===== config.mk =====
export PLATFORM = sky130hd
export DESIGN_NAME = error_log_buffer_flat
export DESIGN_NICKNAME = d
export VERILOG_FILES = /design/src/rtl/error_log_buffer_pkg.sv /design/src/rtl/error_log_buffer_if.sv /design/src/rtl/error_log_buffer_ptr.sv /design/src/rtl/error_log_buffer.sv /design/src/flat_wrapper.sv
export SDC_FILE = /design/constraint.sdc
export NUM_CORES = 1
export LEC_CHECK = 0
export BUFFER_PORTS_ARGS = -buffer_cell sky130_fd_sc_hd__clkbuf_2
export CORE_MARGIN = 10
export CORE_UTILIZATION = 60
export CTS_BUF_LIST = sky130_fd_sc_hd__clkbuf_4
export DETAILED_ROUTE_END_ITERATION = 12
export HOLD_SLACK_MARGIN = 0.02
export PLACE_DENSITY = 0.89
export SKIP_CTS_REPAIR_TIMING = 1
export SLEW_MARGIN = 25
export SYNTH_ARGS = -nofsm -noshare
export SYNTH_HDL_FRONTEND = slang
export SYNTH_SLANG_ARGS = --single-unit

===== constraint.sdc =====
create_clock -name sysClk -period 7.9 [get_ports sysClk]
set_clock_uncertainty 0.1 [all_clocks]
set_input_delay 1.185 -clock sysClk [delete_from_list [all_inputs] [get_ports sysClk]]
set_output_delay 1.185 -clock sysClk [all_outputs]
set_load 0.005 [all_outputs]

===== src/rtl/error_log_buffer_pkg.sv =====
// Shared types and constants for the error log buffer: flag bit positions, drain FSM states, record width.
// Latency: n/a (declarations only).
// Backpressure: n/a.
package err_log_pkg;

    localparam int FLAG_W_DEF = 7;

    localparam int FLG_CAMID            = 6;
    localparam int FLG_CAM_TIMEOUT      = 5;
    localparam int FLG_IMG_CAP_FAIL     = 4;
    localparam int FLG_CAM_NOT_DETECTED = 3;
    localparam int FLG_WRITE_FAIL       = 2;
    localparam int FLG_READ_FAIL        = 1;
    localparam int FLG_ERASE_FAIL       = 0;

    typedef enum logic [1:0] {
        IDLE  = 2'd0,
        DRAIN = 2'd1,
        DONE  = 2'd2
    } state_t;

    function automatic int rec_width(input int index_w, input int flag_w);
        return index_w + flag_w;
    endfunction

endpackage


===== src/rtl/error_log_buffer_if.sv =====
// Capture strobe, flush control, drain stream and status of the error log buffer (drop_count with ERR_LOG_DROP_COUNT_EN).
// Latency: n/a (wiring only).
// Backpressure: out_ready throttles the drain stream; capture side has none.
interface error_log_buffer_if #(
    parameter int INDEX_W = 16,
    parameter int FLAG_W  = err_log_pkg::FLAG_W_DEF,
    parameter int DEPTH   = 8
) ();
    localparam int REC_W = err_log_pkg::rec_width(INDEX_W, FLAG_W);
    localparam int CNT_W = $clog2(DEPTH + 1);

    logic [INDEX_W-1:0] in_index;
    logic [FLAG_W-1:0]  in_flags;
    logic               in_valid;
    logic               start_flush;
    logic [REC_W-1:0]   out_entry;
    logic               out_valid;
    logic               out_ready;
    logic               out_last;
    logic               flush_busy;
    logic               flush_done;
    logic [CNT_W-1:0]   count;
    logic               full;
    logic               overflow;
`ifdef ERR_LOG_DROP_COUNT_EN
    logic [7:0]         drop_count;
`endif

    modport slave (
        input  in_index, in_flags, in_valid, start_flush, out_ready,
`ifdef ERR_LOG_DROP_COUNT_EN
        output drop_count,
`endif
        output out_entry, out_valid, out_last, flush_busy, flush_done, count, full, overflow
    );

    modport master (
        output in_index, in_flags, in_valid, start_flush, out_ready,
`ifdef ERR_LOG_DROP_COUNT_EN
        input  drop_count,
`endif
        input  out_entry, out_valid, out_last, flush_busy, flush_done, count, full, overflow
    );

endinterface


===== src/rtl/error_log_buffer_ptr.sv =====
// Modulo-DEPTH pointer with increment/decrement and wrap; exposes current and next value.
// Latency: ptr updates on the edge after inc/dec; ptr_nxt is combinational lookahead.
// Backpressure: none.
module err_log_ptr #(
    parameter int DEPTH = 8,
    parameter int PTR_W = $clog2(DEPTH)
) (
    input  logic             sysClk,
    input  logic             sysRst_n,
    input  logic             inc,
    input  logic             dec,
    output logic [PTR_W-1:0] ptr,
    output logic [PTR_W-1:0] ptr_nxt
);
    localparam logic [PTR_W-1:0] PTR_LAST = PTR_W'(DEPTH - 1);

    always_comb begin
        ptr_nxt = ptr;
        if (inc) begin
            ptr_nxt = (ptr == PTR_LAST) ? '0 : ptr + 1'b1;
        end else if (dec) begin
            ptr_nxt = (ptr == '0) ? PTR_LAST : ptr - 1'b1;
        end
    end

    always_ff @(posedge sysClk or negedge sysRst_n) begin
        if (!sysRst_n) begin
            ptr <= '0;
        end else begin
            ptr <= ptr_nxt;
        end
    end

endmodule


===== src/rtl/error_log_buffer.sv =====
// Circular error-record log drained oldest- or newest-first on flush; ERR_LOG_DROP_COUNT_EN adds drop_count.
// Latency: capture reflected in count next cycle; first flushed record one cycle after start_flush.
// Backpressure: none on capture (losses set overflow); out_entry held while out_valid && !out_ready.
module error_log_buffer
    import err_log_pkg::*;
#(
    parameter int INDEX_W      = 16,
    parameter int FLAG_W       = FLAG_W_DEF,
    parameter int DEPTH        = 8,
    parameter bit OVERWRITE    = 1'b1,
    parameter bit NEWEST_FIRST = 1'b1
) (
    input logic               sysClk,
    input logic               sysRst_n,
    error_log_buffer_if.slave bus
);
    localparam int REC_W = rec_width(INDEX_W, FLAG_W);
    localparam int CNT_W = $clog2(DEPTH + 1);
    localparam int PTR_W = $clog2(DEPTH);
    localparam logic [CNT_W-1:0] CNT_FULL = CNT_W'(DEPTH);
    localparam logic [CNT_W-1:0] CNT_ONE  = CNT_W'(1);
    localparam logic [PTR_W-1:0] PTR_LAST = PTR_W'(DEPTH - 1);

    state_t             state_q, state_d;
    logic [CNT_W-1:0]   count_q, count_d;
    logic [REC_W-1:0]   mem [DEPTH];
    logic [REC_W-1:0]   in_rec, src_rec, out_entry_q;
    logic [PTR_W-1:0]   wr_ptr_q, wr_ptr_d, rd_ptr_q, rd_ptr_d, src_idx;
    logic               out_valid_q, out_last_q, overflow_q;
    logic               full, accept, we, wr_inc, wr_dec, rd_inc, lost, load_out, bypass;

    assign in_rec = {bus.in_index, bus.in_flags};
    assign full   = (count_q == CNT_FULL);
    assign accept = out_valid_q && bus.out_ready;

    err_log_ptr #(.DEPTH(DEPTH), .PTR_W(PTR_W)) u_wr_ptr (
        .sysClk(sysClk), .sysRst_n(sysRst_n), .inc(wr_inc), .dec(wr_dec),
        .ptr(wr_ptr_q), .ptr_nxt(wr_ptr_d)
    );

    err_log_ptr #(.DEPTH(DEPTH), .PTR_W(PTR_W)) u_rd_ptr (
        .sysClk(sysClk), .sysRst_n(sysRst_n), .inc(rd_inc), .dec(1'b0),
        .ptr(rd_ptr_q), .ptr_nxt(rd_ptr_d)
    );

    // Next record to present is looked up from post-update pointers; a same-cycle
    // capture has not reached the RAM yet, so it is forwarded directly.
    assign src_idx = NEWEST_FIRST ? ((wr_ptr_d == '0) ? PTR_LAST : wr_ptr_d - 1'b1) : rd_ptr_d;
    assign bypass  = NEWEST_FIRST ? we : (we && !rd_inc && (wr_ptr_q == rd_ptr_q));
    assign src_rec = bypass ? in_rec : mem[src_idx];

    always_comb begin
        state_d  = state_q;
        count_d  = count_q;
        we       = 1'b0;
        wr_inc   = 1'b0;
        wr_dec   = 1'b0;
        rd_inc   = 1'b0;
        lost     = 1'b0;
        load_out = 1'b0;
        case (state_q)
            IDLE, DONE: begin
                if (bus.in_valid) begin
                    if (!full) begin
                        we      = 1'b1;
                        wr_inc  = 1'b1;
                        count_d = count_q + 1'b1;
                    end else begin
                        lost = 1'b1;
                        if (OVERWRITE) begin
                            we     = 1'b1;
                            wr_inc = 1'b1;
                            rd_inc = 1'b1;
                        end
                    end
                end
                if (state_q == DONE) begin
                    state_d = IDLE;
                end else if (bus.start_flush) begin
                    if (count_d == '0) begin
                        state_d = DONE;
                    end else begin
                        state_d  = DRAIN;
                        load_out = 1'b1;
                    end
                end
            end
            DRAIN: begin
                lost = bus.in_valid;
                if (accept) begin
                    count_d = count_q - 1'b1;
                    if (NEWEST_FIRST) wr_dec = 1'b1;
                    else              rd_inc = 1'b1;
                    if (count_q == CNT_ONE) state_d  = DONE;
                    else                    load_out = 1'b1;
                end
            end
            default: state_d = IDLE;
        endcase
    end

    always_ff @(posedge sysClk) begin
        if (we) mem[wr_ptr_q] <= in_rec;
    end

    always_ff @(posedge sysClk or negedge sysRst_n) begin
        if (!sysRst_n) begin
            state_q     <= IDLE;
            count_q     <= '0;
            out_entry_q <= '0;
            out_valid_q <= 1'b0;
            out_last_q  <= 1'b0;
            overflow_q  <= 1'b0;
        end else begin
            state_q <= state_d;
            count_q <= count_d;
            if (load_out) begin
                out_entry_q <= src_rec;
                out_valid_q <= 1'b1;
                out_last_q  <= (count_d == CNT_ONE);
            end else if (accept) begin
                out_valid_q <= 1'b0;
                out_last_q  <= 1'b0;
            end
            if (state_q == DONE) overflow_q <= 1'b0;
            else if (lost)       overflow_q <= 1'b1;
        end
    end

`ifdef ERR_LOG_DROP_COUNT_EN
    logic [7:0] drop_cnt_q;

    always_ff @(posedge sysClk or negedge sysRst_n) begin
        if (!sysRst_n) begin
            drop_cnt_q <= '0;
        end else if (state_q == DONE) begin
            drop_cnt_q <= '0;
        end else if (lost && (drop_cnt_q != 8'hFF)) begin
            drop_cnt_q <= drop_cnt_q + 1'b1;
        end
    end

    assign bus.drop_count = drop_cnt_q;
`endif

    assign bus.out_entry  = out_entry_q;
    assign bus.out_valid  = out_valid_q;
    assign bus.out_last   = out_last_q;
    assign bus.flush_busy = (state_q == DRAIN);
    assign bus.flush_done = (state_q == DONE);
    assign bus.count      = count_q;
    assign bus.full       = full;
    assign bus.overflow   = overflow_q;

endmodule


===== src/flat_wrapper.sv =====
// flat-port wrapper written by rule: the top's interface ports become plain ports
module error_log_buffer_flat import err_log_pkg::*;
#(
    parameter int INDEX_W      = 16,
    parameter int FLAG_W       = FLAG_W_DEF,
    parameter int DEPTH        = 8,
    parameter bit OVERWRITE    = 1'b1,
    parameter bit NEWEST_FIRST = 1'b1
)
  (sysClk, sysRst_n, bus_in_index, bus_in_flags, bus_in_valid, bus_start_flush, bus_out_ready, bus_out_entry, bus_out_valid, bus_out_last, bus_flush_busy, bus_flush_done, bus_count, bus_full, bus_overflow);
  error_log_buffer_if #(.INDEX_W(INDEX_W), .FLAG_W(FLAG_W), .DEPTH(DEPTH)) bus_i ();
  input logic sysClk;
  input logic sysRst_n;
  input wire logic [$bits(bus_i.in_index)-1:0] bus_in_index;
  input wire logic [$bits(bus_i.in_flags)-1:0] bus_in_flags;
  input wire logic [$bits(bus_i.in_valid)-1:0] bus_in_valid;
  input wire logic [$bits(bus_i.start_flush)-1:0] bus_start_flush;
  input wire logic [$bits(bus_i.out_ready)-1:0] bus_out_ready;
  output wire logic [$bits(bus_i.out_entry)-1:0] bus_out_entry;
  output wire logic [$bits(bus_i.out_valid)-1:0] bus_out_valid;
  output wire logic [$bits(bus_i.out_last)-1:0] bus_out_last;
  output wire logic [$bits(bus_i.flush_busy)-1:0] bus_flush_busy;
  output wire logic [$bits(bus_i.flush_done)-1:0] bus_flush_done;
  output wire logic [$bits(bus_i.count)-1:0] bus_count;
  output wire logic [$bits(bus_i.full)-1:0] bus_full;
  output wire logic [$bits(bus_i.overflow)-1:0] bus_overflow;
  assign bus_i.in_index = bus_in_index;
  assign bus_i.in_flags = bus_in_flags;
  assign bus_i.in_valid = bus_in_valid;
  assign bus_i.start_flush = bus_start_flush;
  assign bus_i.out_ready = bus_out_ready;
  assign bus_out_entry = bus_i.out_entry;
  assign bus_out_valid = bus_i.out_valid;
  assign bus_out_last = bus_i.out_last;
  assign bus_flush_busy = bus_i.flush_busy;
  assign bus_flush_done = bus_i.flush_done;
  assign bus_count = bus_i.count;
  assign bus_full = bus_i.full;
  assign bus_overflow = bus_i.overflow;
  error_log_buffer #(.INDEX_W(INDEX_W), .FLAG_W(FLAG_W), .DEPTH(DEPTH), .OVERWRITE(OVERWRITE), .NEWEST_FIRST(NEWEST_FIRST)) u_core (.sysClk(sysClk), .sysRst_n(sysRst_n), .bus(bus_i));
endmodule

# ---- Yosys cells after proc, flatten, opt, wreduce, memory -nomap -nowiden
# Memory sizes are Yosys's and may differ from the RTL's. A register that Yosys moved wholly into a read port is not among the register bits.
# Cells that the tools add are included.
# W data, S select, Z words.
dict set report totals {
  register_bits 12
  mem_bits_rw 184
  out_inout_bits 33
  wordCells 67
  mem_count 1
}
dict set report op_classes {
  addsub 5
  eq_ne 9
  n_mux 36
  reduce_logical 10
}
# memory words word_bits rd rd_clocked_by_memory_dff wr line_no
set mem_list {}
lappend mem_list {u_core.mem 8 23 1 1 1 error_log_buffer.sv:26} ;# logic [REC_W-1:0] mem [DEPTH];
# operator count
set op_table {}
lappend op_table {{$mux W1} 18}
lappend op_table {{$mux W4} 4}
lappend op_table {{$mux W3} 5}
lappend op_table {{$mux W2} 5}
lappend op_table {{$eq A4 B1 Y1 const B} 2}
lappend op_table {{$pmux W4 S2} 1}
lappend op_table {{$logic_not A3 Y1} 2}
lappend op_table {{$sub A3 B1 Y3 const B} 2}
lappend op_table {{$add A4 B1 Y4 const B} 1}
lappend op_table {{$eq A4 B4 Y1 const B} 1}
lappend op_table {{$logic_not A4 Y1} 1}
lappend op_table {{$ne A2 B1 Y1 const B} 2}
lappend op_table {{$pmux W1 S2} 2}
lappend op_table {{$pmux W2 S2} 1}
lappend op_table {{$reduce_bool A2 Y1} 2}
lappend op_table {{$sub A4 B1 Y4 const B} 1}
lappend op_table {{$add A3 B1 Y3 const B} 1}
lappend op_table {{$eq A3 B3 Y1 const B} 1}
lappend op_table {{$ne A3 B3 Y1 const B} 1}
lappend op_table {{$reduce_and A3 Y1} 1}
lappend op_table {{$eq A2 B1 Y1 const B} 1}
lappend op_table {{$eq A2 B2 Y1 const B} 1}
lappend op_table {{$logic_not A2 Y1} 1}
lappend op_table {{$reduce_or A2 Y1} 1}
lappend op_table {{other kinds (2)} 2}

# ---- Logic depth before layout (Yosys ltp)
dict set report logic_depth {
  word_depth 10
  mapped_depth 18
}

# ---- Modules after synthesis
# From an unflattened synthesis, not the netlist that was laid out.
dict set report hier_totals {
  hier_cells 537
  hier_area_um2 9082.5
}
# module n_inst cells_per_inst area_each_um2
set modules_own_cells {}
lappend modules_own_cells {error_log_buffer 1 518 8874.8}
lappend modules_own_cells {err_log_ptr 1 19 207.7}

# ---- Worst setup path after synthesis
# OpenSTA, ideal clock, no wires.
dict set report synth_path {
  path_type {input to register}
  startpoint {input port bus_in_valid}
  endpoint {memory u_core.mem[0][0] in the netlist's numbering, enable pin}
  setup_time_ps 461
  t_arrival_ps 3749
  required_ps 7339
  setup_slack_ps 3590
  stages 2
  path_cell_list {or2b_2 -> nor4_1}
}
dict set report synth_via {
  elab_chain_cells 4
}
# element line_no
set synth_rtl {}
lappend synth_rtl {{from (decl)} flat_wrapper.sv:16} ;# input wire logic [$bits(bus_i.in_valid)-1:0] bus_in_valid;
lappend synth_rtl {{$mux W1} error_log_buffer.sv:63} ;# if (bus.in_valid) begin
lappend synth_rtl {{$mux W1} error_log_buffer.sv:61} ;# case (state_q)
lappend synth_rtl {{$mux W1} error_log_buffer.sv:103} ;# if (we) mem[wr_ptr_q] <= in_rec;
lappend synth_rtl {{$mux W1 (implied by the code)} error_log_buffer.sv:103}
lappend synth_rtl {{to (decl)} error_log_buffer.sv:26}
# No other way between the ends.

# ---- Worst setup path in the final report
dict set report layout_path {
  startpoint {register u_core.u_wr_ptr.ptr[0]}
  endpoint {register u_core.out_entry_q[1], in the netlist u_core.bus.out_entry[1] (read register of u_core.mem)}
}
dict set report layout_via {
  elab_chain_cells 6
  elab_cells_between_ends 11
  cone_classes {3 x add/sub; 1 x eq/ne; 5 x mux; 2 x reduce/logical}
}
# element line_no
set layout_rtl {}
lappend layout_rtl {{from (decl)} error_log_buffer_ptr.sv:12} ;# output logic [PTR_W-1:0] ptr,
lappend layout_rtl {{from (signal assigned)} error_log_buffer_ptr.sv:30} ;# ptr <= ptr_nxt;
lappend layout_rtl {{$sub A3 B1 Y3 / $logic_not A3 Y1 (equally long branches)} error_log_buffer_ptr.sv:22} ;# ptr_nxt = (ptr == '0) ? PTR_LAST : ptr - 1'b1;
lappend layout_rtl {{$mux W3} error_log_buffer_ptr.sv:22}
lappend layout_rtl {{$mux W3} error_log_buffer_ptr.sv:21} ;# end else if (dec) begin
lappend layout_rtl {{$mux W3 *} error_log_buffer_ptr.sv:19} ;# if (inc) begin
lappend layout_rtl {{$sub A3 B1 Y3 / $logic_not A3 Y1 (equally long branches)} error_log_buffer.sv:48} ;# assign src_idx = NEWEST_FIRST ? ((wr_ptr_d == '0) ? PTR_LAST : wr_ptr_d - 1'b1) : rd_ptr_d;
lappend layout_rtl {{$mux W3 *} error_log_buffer.sv:48}
lappend layout_rtl {{to (decl)} error_log_buffer.sv:27} ;# logic [REC_W-1:0] in_rec, src_rec, out_entry_q;
# Every way passes the cells marked *; elsewhere a longest branch is shown, timed or not.
# A chain may end at the register's enable or synchronous reset.

==> results.md <==
STA:
- Derived from the worst setup path, the maximum achievable clock frequency is 0.181 GHz.
- Setup slack closes at 2.36 ns.
- The shortest clock period the worst path allows after layout is 5.54 ns.
- The number of pins exceeding their max-slew limit in the final report is 0.
- The final worst-path cycle share is 70.1%.
- Setup violations remaining at the end of the flow were counted as 0.
- Setup repair after global routing left no endpoint under its margin.
- The setup TNS is 0 ns.
- Measured against its own limit, the worst slew margin works out to 29.7%.
- The final number of hold-violating endpoints is 0.
- For the pin with the worst max-slew slack, the measured transition is 1.05 ns.

Synth:
- The count of cell types in the netlist is 55.
- The net count after synthesis is 722.
- Among all flip-flop cells after synthesis, the most frequent one is sky130_fd_sc_hd__edfxtp_1.
- The mean post-synth cell area is 14.1 um2.
- The basic-gate share of the synthesized area counting and, or, nand and nor cells is 6.84%.
- The synthesis warning total is 0.
- After synthesis, the largest family of logic cells by area is compound AO/OA/AOI/OAI gates.
- The synthesis-stage register bit count is 219.
- The cell area after synthesis is 0.00968 mm2.
- After synthesis, the share of cell area in mux cells is 5.16%.
- The synthesized design contains 184 enable-type register cells.
- The share of the yosys chip area belonging to registers is 66.1%.
- Summing the areas of all compound-gate instances in the mapped netlist gives 15.4% of the synthesized area.
- The synthesized netlist devotes 0.271% of its cell area to XOR and XNOR gates.
- Of all flip-flops after synthesis, the portion carrying an async set or reset was 16.0%.
- The adder-cell area share of the yosys netlist is 1.16%.
- Counting every instance in the synthesized netlist gives 685.

Finish:
- Leaving out fill and tap cells, the most frequent cells in the layout are sky130_fd_sc_hd__edfxtp_1, sky130_fd_sc_hd__clkbuf_4, sky130_fd_sc_hd__clkbuf_2.
- Relative to the synthesized area, the layout overhead comes to 11.4%.
- In the final design database the tool counted 794 nets.
- The share of post-route cells with drive strength above 1 is 28.3%.
- The most common cell after layout, fill and taps aside is sky130_fd_sc_hd__edfxtp_1.

Pwr:
- Internal power comes to 2.75 mW.
- VDD sags by at most 0.341 mV.
- The clock network fraction of design power is 19.9%.
- The switching fraction of total power is 40.7%.
- The switching power summed over all nets is 1.89 mW.
- The power density normalized to cell area is 431 mW/mm2.
- Sequential cells burn 31.1% of the power.
- Combinational cells account for 49.0% of the total power.
- The leakage power figure is 3.91 nW.

Place:
- Detailed placement finished with a half-perimeter wire length of 12800 um.
- Port buffering added 60 buffers.
- At the end of routability-driven placement, the weighted congestion stood at 0.826.
- Before CTS, the worst setup slack after placement is 1.94 ns.

Setup path:
- In this run the worst path has a maximum fanout of 85.
- The nature of the critical path startpoint is a flip-flop.
- STA classifies the critical path endpoint as a flip-flop.
- The critical path data arrival time is 5.94 ns.
- The cell that appears most often on the critical path is sky130_fd_sc_hd__ha_1.
- The critical path is of the flip-flop to flip-flop type.
- The delay contributed by the slowest stage of the critical path is 0.85 ns.
- The buffer and inverter count on the worst path is 3.
- Broken down by cell family, the worst path's largest delay share belongs to adder cells.
- Data on the critical path is required at its endpoint by 8.30 ns.
- Among all stages on the critical path, the largest delay is contributed by sky130_fd_sc_hd__ha_4.
- The critical path goes through ha_1 > ha_1 > nor2_1 > nor2_2 > buf_4 > nor3_4 > inv_2 > ha_1 > ha_4 > buf_4 > mux2_2 > o41ai_1 > a21oi_1 > a311oi_1 > o21ai_1.

Floorplanning:
- For this configuration, the core starts out at a cell density of 61.1%.
- The die is 147 um wide.
- The floorplan has 46 rows.
- The core region is 0.0158 mm2.
- 61 I/O pins were placed.
- The die area is 0.0216 mm2.
- From bottom edge to top edge, the die measures 147 um.

Clock tree:
- Counting along the longest clock path gives a buffer depth of 3.
- The level count of the clock H-tree is 2.
- Clock-pin slew was measured on the worst setup and hold paths at 0.07 ns.
- Clock tree synthesis selected as its root buffer the cell sky130_fd_sc_hd__clkbuf_4.
- The clock reaches the later pin of the worst-skew pair after 0.66 ns.
- The clock tree from TritonCTS is built.
- Clock tree synthesis inserted a total of 53 buffers.
- The number of sinks on the clock net is 219.

Flow run:
- The max-cap check violation count is 0.

GRT:
- The wire length of the first global-routing pass is 36400 um.
- The total routing usage reported by global routing is 21.0%.
- The number of antenna violations at the first check in global routing came to 1.
- The number of global-route vias before repair is 6805.
- Entering global routing, the biggest net connects 86 pins.
- Global routing finished with a remaining overflow of 0.

Drt:
- The via total after detailed routing is 6556.
- The first TritonRoute pass finished after 5 iterations.
- The number of nets still failing antenna checks after routing is 0.
- The mean routed wirelength per cell is 22.9 um.
- The via density per instance is 6.43.
- For this block, the initial DRC count from the detailed router was 1014.
- For this run, design rule violations remaining after detail routing come to 0.
- The total length of routed wires is 23400 um.

Hold path:
- The path class of the tightest hold or removal check is flip-flop to flip-flop.

Run status:
- The run finished with clean final reports.
==> synth_stat cells (2+ instances only) <==
| cell | count | area share (%) |
|---|---|---|
| sky130_fd_sc_hd__dfrtp_1 | 35 | 9.0 |
| sky130_fd_sc_hd__nand4_1 | 2 | 0.13 |
| sky130_fd_sc_hd__nand3_1 | 2 | 0.10 |
| sky130_fd_sc_hd__nor2b_1 | 5 | 0.32 |
| sky130_fd_sc_hd__clkbuf_1 | 28 | 1.1 |
| sky130_fd_sc_hd__mux2i_1 | 24 | 2.5 |
| sky130_fd_sc_hd__o21ai_1 | 25 | 1.3 |
| sky130_fd_sc_hd__o21ai_0 | 27 | 1.4 |
| sky130_fd_sc_hd__buf_2 | 14 | 0.72 |
| sky130_fd_sc_hd__o41ai_1 | 25 | 2.3 |
| sky130_fd_sc_hd__a311oi_1 | 24 | 2.2 |
| sky130_fd_sc_hd__buf_8 | 2 | 0.31 |
| sky130_fd_sc_hd__nand2_1 | 53 | 2.1 |
| sky130_fd_sc_hd__o221ai_2 | 19 | 2.9 |
| sky130_fd_sc_hd__ha_1 | 9 | 1.2 |
| sky130_fd_sc_hd__buf_6 | 10 | 1.2 |
| sky130_fd_sc_hd__nand2b_1 | 5 | 0.32 |
| sky130_fd_sc_hd__mux2_2 | 23 | 2.7 |
| sky130_fd_sc_hd__o21a_1 | 2 | 0.16 |
| sky130_fd_sc_hd__a21oi_1 | 30 | 1.6 |
| sky130_fd_sc_hd__edfxtp_1 | 184 | 57 |
| sky130_fd_sc_hd__nor3_4 | 2 | 0.34 |
| sky130_fd_sc_hd__a22oi_1 | 2 | 0.16 |
| sky130_fd_sc_hd__o32a_1 | 23 | 2.4 |
| sky130_fd_sc_hd__o221ai_1 | 4 | 0.36 |
| sky130_fd_sc_hd__inv_1 | 34 | 1.3 |
| sky130_fd_sc_hd__nor2_1 | 12 | 0.47 |
| sky130_fd_sc_hd__nor3_1 | 5 | 0.26 |
| sky130_fd_sc_hd__buf_4 | 4 | 0.31 |
| sky130_fd_sc_hd__inv_2 | 2 | 0.078 |
| sky130_fd_sc_hd__xnor2_1 | 2 | 0.18 |
| sky130_fd_sc_hd__or3_1 | 23 | 1.5 |
| sky130_fd_sc_hd__o211ai_1 | 2 | 0.16 |
==> logic make-up (layout without fill, tap and decap cells) <==
kind of cell	after synthesis	in the layout
flops	219	219
compound gates	190	190
simple gates	123	123
buf+inv	94	211
mux	47	47
fa+ha+maj	9	9
xor+xnor	3	3
other cells	0	1
==> tightest hold or removal path: stages (launching register included) <==
cell	delay, ns
sky130_fd_sc_hd__dfrtp_1	0.35
sky130_fd_sc_hd__nand2_1	0.05
sky130_fd_sc_hd__o21ai_1	0.06
==> sequential cells by signal, indices dropped and copies added (netlist names) <==
| register | count |
|---|---|
| u_core.mem | 184 |
| u_core.bus.out_entry | 23 |
| u_core.bus.count | 4 |
| u_core.u_wr_ptr.ptr | 3 |
| u_core.state_q | 2 |
| u_core.bus.out_last | 1 |
| u_core.bus.out_valid | 1 |
| u_core.bus.overflow | 1 |
==> worst paths after layout <==
| check | start | end | slack [ns] | cells after the start |
|---|---|---|---|---|
| min in group asynchronous | sysRst_n | u_core.bus.out_entry[6]$_DFFE_PN0P_ | 0.41 | 1 |
| hold / removal | u_core.bus.out_entry[7]$_DFFE_PN0P_ | u_core.bus.out_entry[7]$_DFFE_PN0P_ | 0.40 | 2 |
| setup / recovery | u_core.u_wr_ptr.ptr[0]$_DFF_PN0_ | u_core.bus.out_entry[1]$_DFFE_PN0P_ | 2.36 | 15 |
| setup reg to reg | u_core.u_wr_ptr.ptr[0]$_DFF_PN0_ | u_core.bus.out_entry[1]$_DFFE_PN0P_ | 2.36 | 15 |
| max in group asynchronous | sysRst_n | u_core.bus.out_entry[0]$_DFFE_PN0P_ | 6.88 | 1 |
| hold reg to reg | u_core.bus.out_entry[7]$_DFFE_PN0P_ | u_core.bus.out_entry[7]$_DFFE_PN0P_ | 0.40 | 2 |
==> through the flow <==
stage	std cells	hold slack [ns]	util (%)	power, mW	cell area (um2)
CTS	1018	0.389	68.1	4.62	10800
finish	1019	0.395	68.1	4.65	10800
global placement	918	0.374	63.6	3.57	10100
global route	1019	0.424	68.1	4.92	10800
floorplan	685	0.379	-	3.19	9680
detailed placement	918	0.375	63.7	3.70	10100
==> final cells by class <==
class | instances | area, um2
multi-input cells | 372 | 2870
diodes | 1 | 2.50
flip-flops and latches | 219 | 6400
clock buffers | 84 | 631
well taps | 216 | 270
clock inverters | 16 | 63.8
inverters | 36 | 135
fillers | 1042 | 5040
repair buffers | 75 | 415
==> power by group through the flow <==
stage                     Combinational [mW]  Clock [mW]  Sequential (mW)
final                                   2.28       0.923             1.45
after floorplan                         1.77           0             1.42
after global placement                  2.11           0             1.46
after detailed placement                2.23           0             1.47
after global routing                    2.46        1.00             1.46
after CTS                               2.24       0.934             1.44
==> metal layers <==
metal  track usage (%)  vias up  wire length (um)
li1                  -     2875                 -
met5                 0        -                 0
met2              34.0      405             11500
met3              5.01       56              2430
met1              26.6     3220              9010
met4              8.62        0               477
(Power assumes the default switching activity.)
